[src/rtl/inst_mem_arbiter_pkg.sv]
// ============================================================================
// Module   : inst_mem_arbiter_pkg
// Purpose  : Shared bus widths, constants and response tag encodings.
// Revision : 1.0 - initial release
// ============================================================================
`default_nettype none

package inst_mem_arbiter_pkg;

  localparam int INST_ADDR_W          = 32;
  localparam int INST_W               = 32;
  localparam int STARVE_LIMIT_DEFAULT = 4;

  localparam logic [INST_W-1:0] ZERO_WORD    = '0;
  localparam logic              CHIP_ENABLE  = 1'b1;
  localparam logic              CHIP_DISABLE = 1'b0;

  typedef enum logic [1:0] {
    TAG_NONE = 2'd0,
    TAG_IF   = 2'd1,
    TAG_LS   = 2'd2
  } tag_e;

endpackage

`default_nettype wire

[src/rtl/inst_mem_arbiter.sv]
// ============================================================================
// Module   : inst_mem_arbiter
// Purpose  : Two-port (fetch / load) arbiter onto a one-cycle-latency
//            instruction memory, with fetch anti-starvation.
// Revision : 1.0 - initial release
// ============================================================================
`default_nettype none

module inst_mem_arbiter
  import inst_mem_arbiter_pkg::*;
#(
  parameter int STARVE_LIMIT = STARVE_LIMIT_DEFAULT
) (
  input  logic                   clk,
  input  logic                   rst,
  input  logic                   if_req,
  input  logic [INST_ADDR_W-1:0] if_addr,
  output logic                   if_gnt,
  output logic                   if_rvalid,
  output logic [INST_W-1:0]      if_rdata,
  input  logic                   ls_req,
  input  logic [INST_ADDR_W-1:0] ls_addr,
  output logic                   ls_gnt,
  output logic                   ls_rvalid,
  output logic [INST_W-1:0]      ls_rdata,
  input  logic                   flush,
  output logic                   mem_ce,
  output logic [INST_ADDR_W-1:0] mem_addr,
  input  logic [INST_W-1:0]      mem_rdata,
  output logic                   stall_req
);

  localparam int              CNT_W   = $clog2(STARVE_LIMIT + 1);
  localparam logic [CNT_W-1:0] CNT_MAX = CNT_W'(STARVE_LIMIT);

  logic [CNT_W-1:0] starve_cnt_q, starve_cnt_d;
  tag_e             tag_q, tag_d;
  logic             flush_q, flush_d;
  logic             starved;

  always_ff @(posedge clk or posedge rst) begin
    if (rst) begin
      starve_cnt_q <= '0;
      tag_q        <= TAG_NONE;
      flush_q      <= 1'b0;
    end else begin
      starve_cnt_q <= starve_cnt_d;
      tag_q        <= tag_d;
      flush_q      <= flush_d;
    end
  end

  always_comb begin
    starved  = (starve_cnt_q >= CNT_MAX);
    if_gnt   = 1'b0;
    ls_gnt   = 1'b0;
    // Load port wins conflicts until fetch has been denied long enough.
    if (!rst) begin
      if_gnt = if_req & (~ls_req | starved);
      ls_gnt = ls_req & ~if_gnt;
    end

    mem_ce   = (if_gnt | ls_gnt) ? CHIP_ENABLE : CHIP_DISABLE;
    mem_addr = ZERO_WORD;
    if (if_gnt) begin
      mem_addr = if_addr;
    end else if (ls_gnt) begin
      mem_addr = ls_addr;
    end

    stall_req = if_req & ~if_gnt;

    starve_cnt_d = '0;
    if (if_req && !if_gnt) begin
      starve_cnt_d = starved ? CNT_MAX : starve_cnt_q + 1'b1;
    end

    tag_d = TAG_NONE;
    if (if_gnt) begin
      tag_d = TAG_IF;
    end else if (ls_gnt) begin
      tag_d = TAG_LS;
    end

    // Flush seen either in the grant cycle or the response cycle kills a fetch reply.
    flush_d   = flush;
    if_rvalid = (tag_q == TAG_IF) && !flush_q && !flush && !rst;
    ls_rvalid = (tag_q == TAG_LS) && !rst;
    if_rdata  = if_rvalid ? mem_rdata : ZERO_WORD;
    ls_rdata  = ls_rvalid ? mem_rdata : ZERO_WORD;
  end

endmodule

`default_nettype wire
[config.mk]
export PLATFORM = sky130hd
export DESIGN_NAME = inst_mem_arbiter
export DESIGN_NICKNAME = d
export VERILOG_FILES = /design/src/rtl/inst_mem_arbiter_pkg.sv /design/src/rtl/inst_mem_arbiter.sv
export SDC_FILE = /design/constraint.sdc
export NUM_CORES = 1
export LEC_CHECK = 0
export ABC_AREA = 1
export CAP_MARGIN = 25
export CORE_AREA = 5 5 81 83
export DETAILED_ROUTE_END_ITERATION = 7
export DIE_AREA = 0 0 86 88
export GPL_TIMING_DRIVEN = 0
export PLACE_DENSITY = 0.83
export SYNTH_ARGS = -nofsm -noshare
export SYNTH_HDL_FRONTEND = slang
export SYNTH_SLANG_ARGS = --single-unit
[constraint.sdc]
create_clock -name clk -period 1.7 [get_ports clk]
set_input_delay 0.51 -clock clk [delete_from_list [all_inputs] [get_ports clk]]
set_output_delay 0.51 -clock clk [all_outputs]
set_load 0.005 [all_outputs]
Word level (Yosys, flattened, before mapping):

Cells that the tools add are included.

* register bits after elaboration: 6
* latch bits: 0
* RAM bits: 0
* bits in read-only memories: 0
* bits of input ports: 101
* memories kept: 0

* add/subtract/negate cells: 1
* multiply operators: 0
* divide/modulo/power cells: 0
* magnitude comparators: 1
* eq/ne operators: 2
* shift-type cells: 0
* mux-type cells: 11
* bitwise logic cells: 8
* reductions and logical operators: 9

Operators with widths (number)
* two-way mux 32 bit: 4
* two-way mux 3 bit: 2
* logical AND 1 bit: 5
* logical NOT 1 bit: 4
* two-way mux 2 bit: 2
* adder 3 x 1 -> 3 bit (second input constant): 1
* AND 1 bit: 3
* >= comparator 3 bit (second input constant): 1
* two-way mux 1 bit: 3
* inverter 1 bit: 3
* == test 2 x 1 -> 1 bit (second input constant): 1
* == test 2 bit (second input constant): 1
* bitwise OR 1 bit: 2

Depth between registers and ports, before layout:

* depth after elaboration: 8
* depth in mapped cells: 6
* mapped depth without buffers: 5

Worst setup path before layout:

Ideal clock, no wire load.

* path kind: input port to output port
* start: input if_req
* end: output mem_addr[10]
* arrival time: 1121 ps
* slack: 69 ps
* cell stages on the path: 4
* path buffers: 2
* cell sequence: buf_2 > buf_1 > nand4_1 > nand2_1

* word-level cells in the longest chain between the ends: 6
* elaborated cells on any way between the ends: 7
* classes of those cells: 4 x mux; 3 x bitwise

RTL lines
* from (decl): line inst_mem_arbiter.sv:16 `input logic if_req,`
* AND 1 bit (*): line inst_mem_arbiter.sv:59 `if_gnt = if_req & (~ls_req | starved);`
* inverter 1 bit: line inst_mem_arbiter.sv:60 `ls_gnt = ls_req & ~if_gnt;`
* AND 1 bit: line inst_mem_arbiter.sv:60
* two-way mux 1 bit: line inst_mem_arbiter.sv:58 `if (!rst) begin`
* two-way mux 32 bit: line inst_mem_arbiter.sv:67 `end else if (ls_gnt) begin`
* two-way mux 32 bit (*): line inst_mem_arbiter.sv:65 `if (if_gnt) begin`
* to (decl): line inst_mem_arbiter.sv:28 `output logic [INST_ADDR_W-1:0] mem_addr,`

Every way passes the cells marked *; elsewhere a longest branch is shown, timed or not.

Worst setup path in the final report:

* start: register starve_cnt_q[2]
* end: output mem_addr[0]

* word-level cells in the longest chain between the ends: 8
* elaborated cells on any way between the ends: 9
* classes of those cells: 1 x order compare; 4 x mux; 4 x bitwise

RTL lines
* from (decl): line inst_mem_arbiter.sv:36 `logic [CNT_W-1:0] starve_cnt_q, starve_cnt_d;`
* from (signal assigned): line inst_mem_arbiter.sv:47 `starve_cnt_q <= starve_cnt_d;`
* >= comparator 3 bit (*): line inst_mem_arbiter.sv:54 `starved = (starve_cnt_q >= CNT_MAX);`
* bitwise OR 1 bit (*): line inst_mem_arbiter.sv:59
* AND 1 bit (*): line inst_mem_arbiter.sv:59
* inverter 1 bit: line inst_mem_arbiter.sv:60
* AND 1 bit: line inst_mem_arbiter.sv:60
* two-way mux 1 bit: line inst_mem_arbiter.sv:58
* two-way mux 32 bit: line inst_mem_arbiter.sv:67
* two-way mux 32 bit (*): line inst_mem_arbiter.sv:65

Marked as above.

==> results.md <==
* Die H at 88 um
* CTS Buf Count at 3
* Xor/xnor cell area share of the yosys netlist at 0%
* Final hold vios at 0
* Starting Density at 22.25%
* Final min period at roughly 2000 ps
* Worst-margin pin slew at 216.0 ps
* Cell family contributing the most delay on the critical path: buffers and inverters
* Leakage Power at 2.445 nW
* Setup violators final at 101
* Post-Synth Adder-Cell Area at just under 2%
* Core area at just under 6000 um^2
* Leading area contributor after synthesis: nor2_1
* Worst Path Max Fanout at 5
* Worst EP arrival at ~1500 ps
* Post-synthesis compound-gate area fraction at 0.9728%
* Pins Over Slew Limit at 0
* IO Port Bufs at 201
* Final setup margin at -331.2 ps
* Top Usage Layer GRT: met2
* Mapped Cells at 252
* Post-synth top cells: 73 x nor2_1, 42 x inv_1, 35 x nand2_1, 32 x nand3_1, 32 x nand4_1
* Largest family of logic cells by synthesized area: simple AND/OR/NAND/NOR gates
* Place WS at -1182 ps
* Area Growth Syn to Fin at 256.4%
* Fillcell total at 353
* Critical Path RT at 1190 ps
* I/O pins at 203
* Multi-input gate area at 1359 um^2
* Post-synth ARST share at 100.0%
* Max clock buf depth at 2
* Post-Layout Cell Count at 615
* Routed vias/inst at approximately 5
* WL final at 11330 um
* Vias at 3079
* Yosys reg bits at 6
* TritonRoute pass-1 iters at 4
* Met1 Use GR at 22.39%
* Largest cells by area after synthesis: nor2_1 21%, nand4_1 16%, nand3_1 12%
* Antenna diodes at 0
* Slowest Stage Delay on Critical Path at 410 ps
* CP Capture Type: output port
* Worst Hold Slack at between 400 and 500 ps
* Critical path class: reg2out
* Seq/Total Area, Yosys at a little under an eighth
* Total power draw at 1.265 mW
* Syn Nets at 355
* Post-synthesis mux area share at 0%
* Worst-skew pair later-pin latency at ~220 ps
* Period utilization at 119.5%
* Die Area at 7568 um^2
* Final HPWL DP at 6084 um
* Bufs and invs on worst path at 5
* Max-cap violations at 0
* Iteration-0 DRC Markers at 86
* Nets at 645
* Worst VDD drop at roughly 0.00021 V
* RSZ-0062 raised after global routing: true
* Prevailing post-synth register cell: dfrtp_1
* # rows at 28
* Clock tree sinks at 6
* H-Tree Depth at 1
* Worst clock skew at around 1.8 ps
* Initial antenna violation count at 0
* Simple-gate share of the synthesized area at 63.42%
* Largest net degree at the start of global routing at 16
* Vias in the first global route at between 2000 and 3000
* Worst Setup Start Kind: flop
* CP max-delay cell: dfrtp_1
* Reg clk slew, reported paths at about 40 ps
* Placed insts at 528
* Met3 Track Usage GR at 4.704%
* Min-Delay Path Class: in2reg
* GPL Wtd Cong at 0.7852
* GRT Total Usage at 23.04%
* PD cells at 276.0 nW/um^2
* Violations in the final reports: negative setup slack
* Wire length per cell at around 18 um
* Total congestion overflow at 0
* Share of cells above drive strength 1 at 60.74%
* Ys Warns at 0
* Final antenna-violating net count at 0
* CTS Root Cell: clkbuf_8
* Post-synth top area share at 21.30%
* Yosys cell types at 18
* Crit-path cells: inv_2 -> nand2_4 -> nand2_4 -> buf_6 -> buf_8 -> buf_6 -> nand3_2 -> nand2_1 -> buf_2
* Post-synth EDFFs at 0
* Synthesized area per cell at 5.104 um^2
* Chip Width at 86 um
* Status: complete, but fails checks
* Mapped cell area at roughly 1300 um^2
* CTS tree: done
* Cts hold-fix bufs at 0
* First-pass GRT wire length at 14020 um
* DR DRC count at 0
* Fmax at 492.3 MHz
* Met2 Track Usage GR at 46.74%
* Top-count cell post-synth: nor2_1
* FF+latch area at approximately 150 um^2
* Worst slew margin at 85.60%
[sequential cells by signal, summed over array words and instances, names as in the netlist]
register / count
starve_cnt_q: 3
tag_q: 2
flush_q: 1
[path summary, 6_finish.rpt]
check,startpoint,to,slack (ps),cells past startpoint
min,flush,flush_q$_DFF_PP0_,420,1
max,starve_cnt_q[2]$_DFF_PP0_,mem_addr[0],-330,9
min reg2reg,starve_cnt_q[0]$_DFF_PP0_,starve_cnt_q[0]$_DFF_PP0_,550,3
min in group asynchronous,rst,flush_q$_DFF_PP0_,430,4
max in group asynchronous,rst,tag_q[0]$_DFF_PP0_,1150,4
max reg2reg,starve_cnt_q[2]$_DFF_PP0_,tag_q[1]$_DFF_PP0_,390,9
[per-layer routing]
layer,vias to the layer above,part of all wire (%)
met5,-,0
met3,48,8.6
met2,195,54
met1,1457,32
met4,0,4.9
li1,1379,-
[worst register-to-register path, stage by stage, from the launching register on]
cell and delay [ps]:
dfrtp_1 410, inv_2 100, nand2_4 80, nand2_4 100, buf_6 100, buf_6 90, buf_6 90, nand2_4 40
buf_4 130, nor2_1 100
[per-stage QoR]
stage / util, % / TNS (ps) / cell area (um^2)
2_1_floorplan: - / 0 / 1286
3_3_place_gp: 58.68 / -107360 / 3392
3_5_place_dp: 58.68 / -108690 / 3392
4_1_cts: 68.81 / -14000 / 3978
5_1_grt: 79.31 / -28770 / 4584
6_report: 79.31 / -22380 / 4584
[cell type report]
class	count	share of cell area, %
flip-flops and latches	6	3.275
well taps	75	2.047
plain buffers	22	5.431
inverters	43	3.794
multi-input cells	181	29.64
clock buffers	3	0.9007
repair buffers	285	54.91
[logic make-up (layout without fill, tap and decap cells)]
logic type,after synthesis,after routing
adders and majority gates,2,2
buffers and inverters,65,353
DFF,6,6
and+or+nand+nor,177,177
AOI/OAI and AO/OA,2,2
[where the power goes]
| group | total, mW | switching, mW | leakage, nW | internal [mW] |
|---|---|---|---|---|
| clock | 0.212 | 0.0605 | 0.0216 | 0.152 |
| sequential | 0.158 | 0.00622 | 0.0785 | 0.152 |
| combinational | 0.895 | 0.388 | 2.34 | 0.507 |
[placed cells by master, fill, tap and decap left out, types with 3 or more instances in the layout]
cell type / Yosys / layout
nor2_2: 1 / 29
nand2_1: 35 / 26
dlygate4sd2_1: 0 / 30
buf_8: 0 / 9
clkdlybuf4s50_1: 0 / 66
buf_6: 0 / 83
nand4_1: 32 / 32
clkbuf_8: 0 / 3
nand2_4: 0 / 4
buf_12: 0 / 5
nand3_4: 0 / 4
clkbuf_16: 0 / 3
inv_1: 42 / 30
nand3_2: 1 / 29
nand2_2: 2 / 7
inv_2: 1 / 11
nor2_1: 73 / 20
buf_2: 13 / 91
nor2_4: 0 / 25
clkbuf_2: 0 / 3
dfrtp_1: 6 / 6
buf_4: 6 / 17
[timing repair]
item | in CTS | in global routing
gates cloned | 7 | 4
setup buffers | 60 | 16
resized for setup | 616 | 119
pin swaps | 70 | 49
endpoints found under the setup margin | 102 | 102
(Power assumes the default switching activity.)
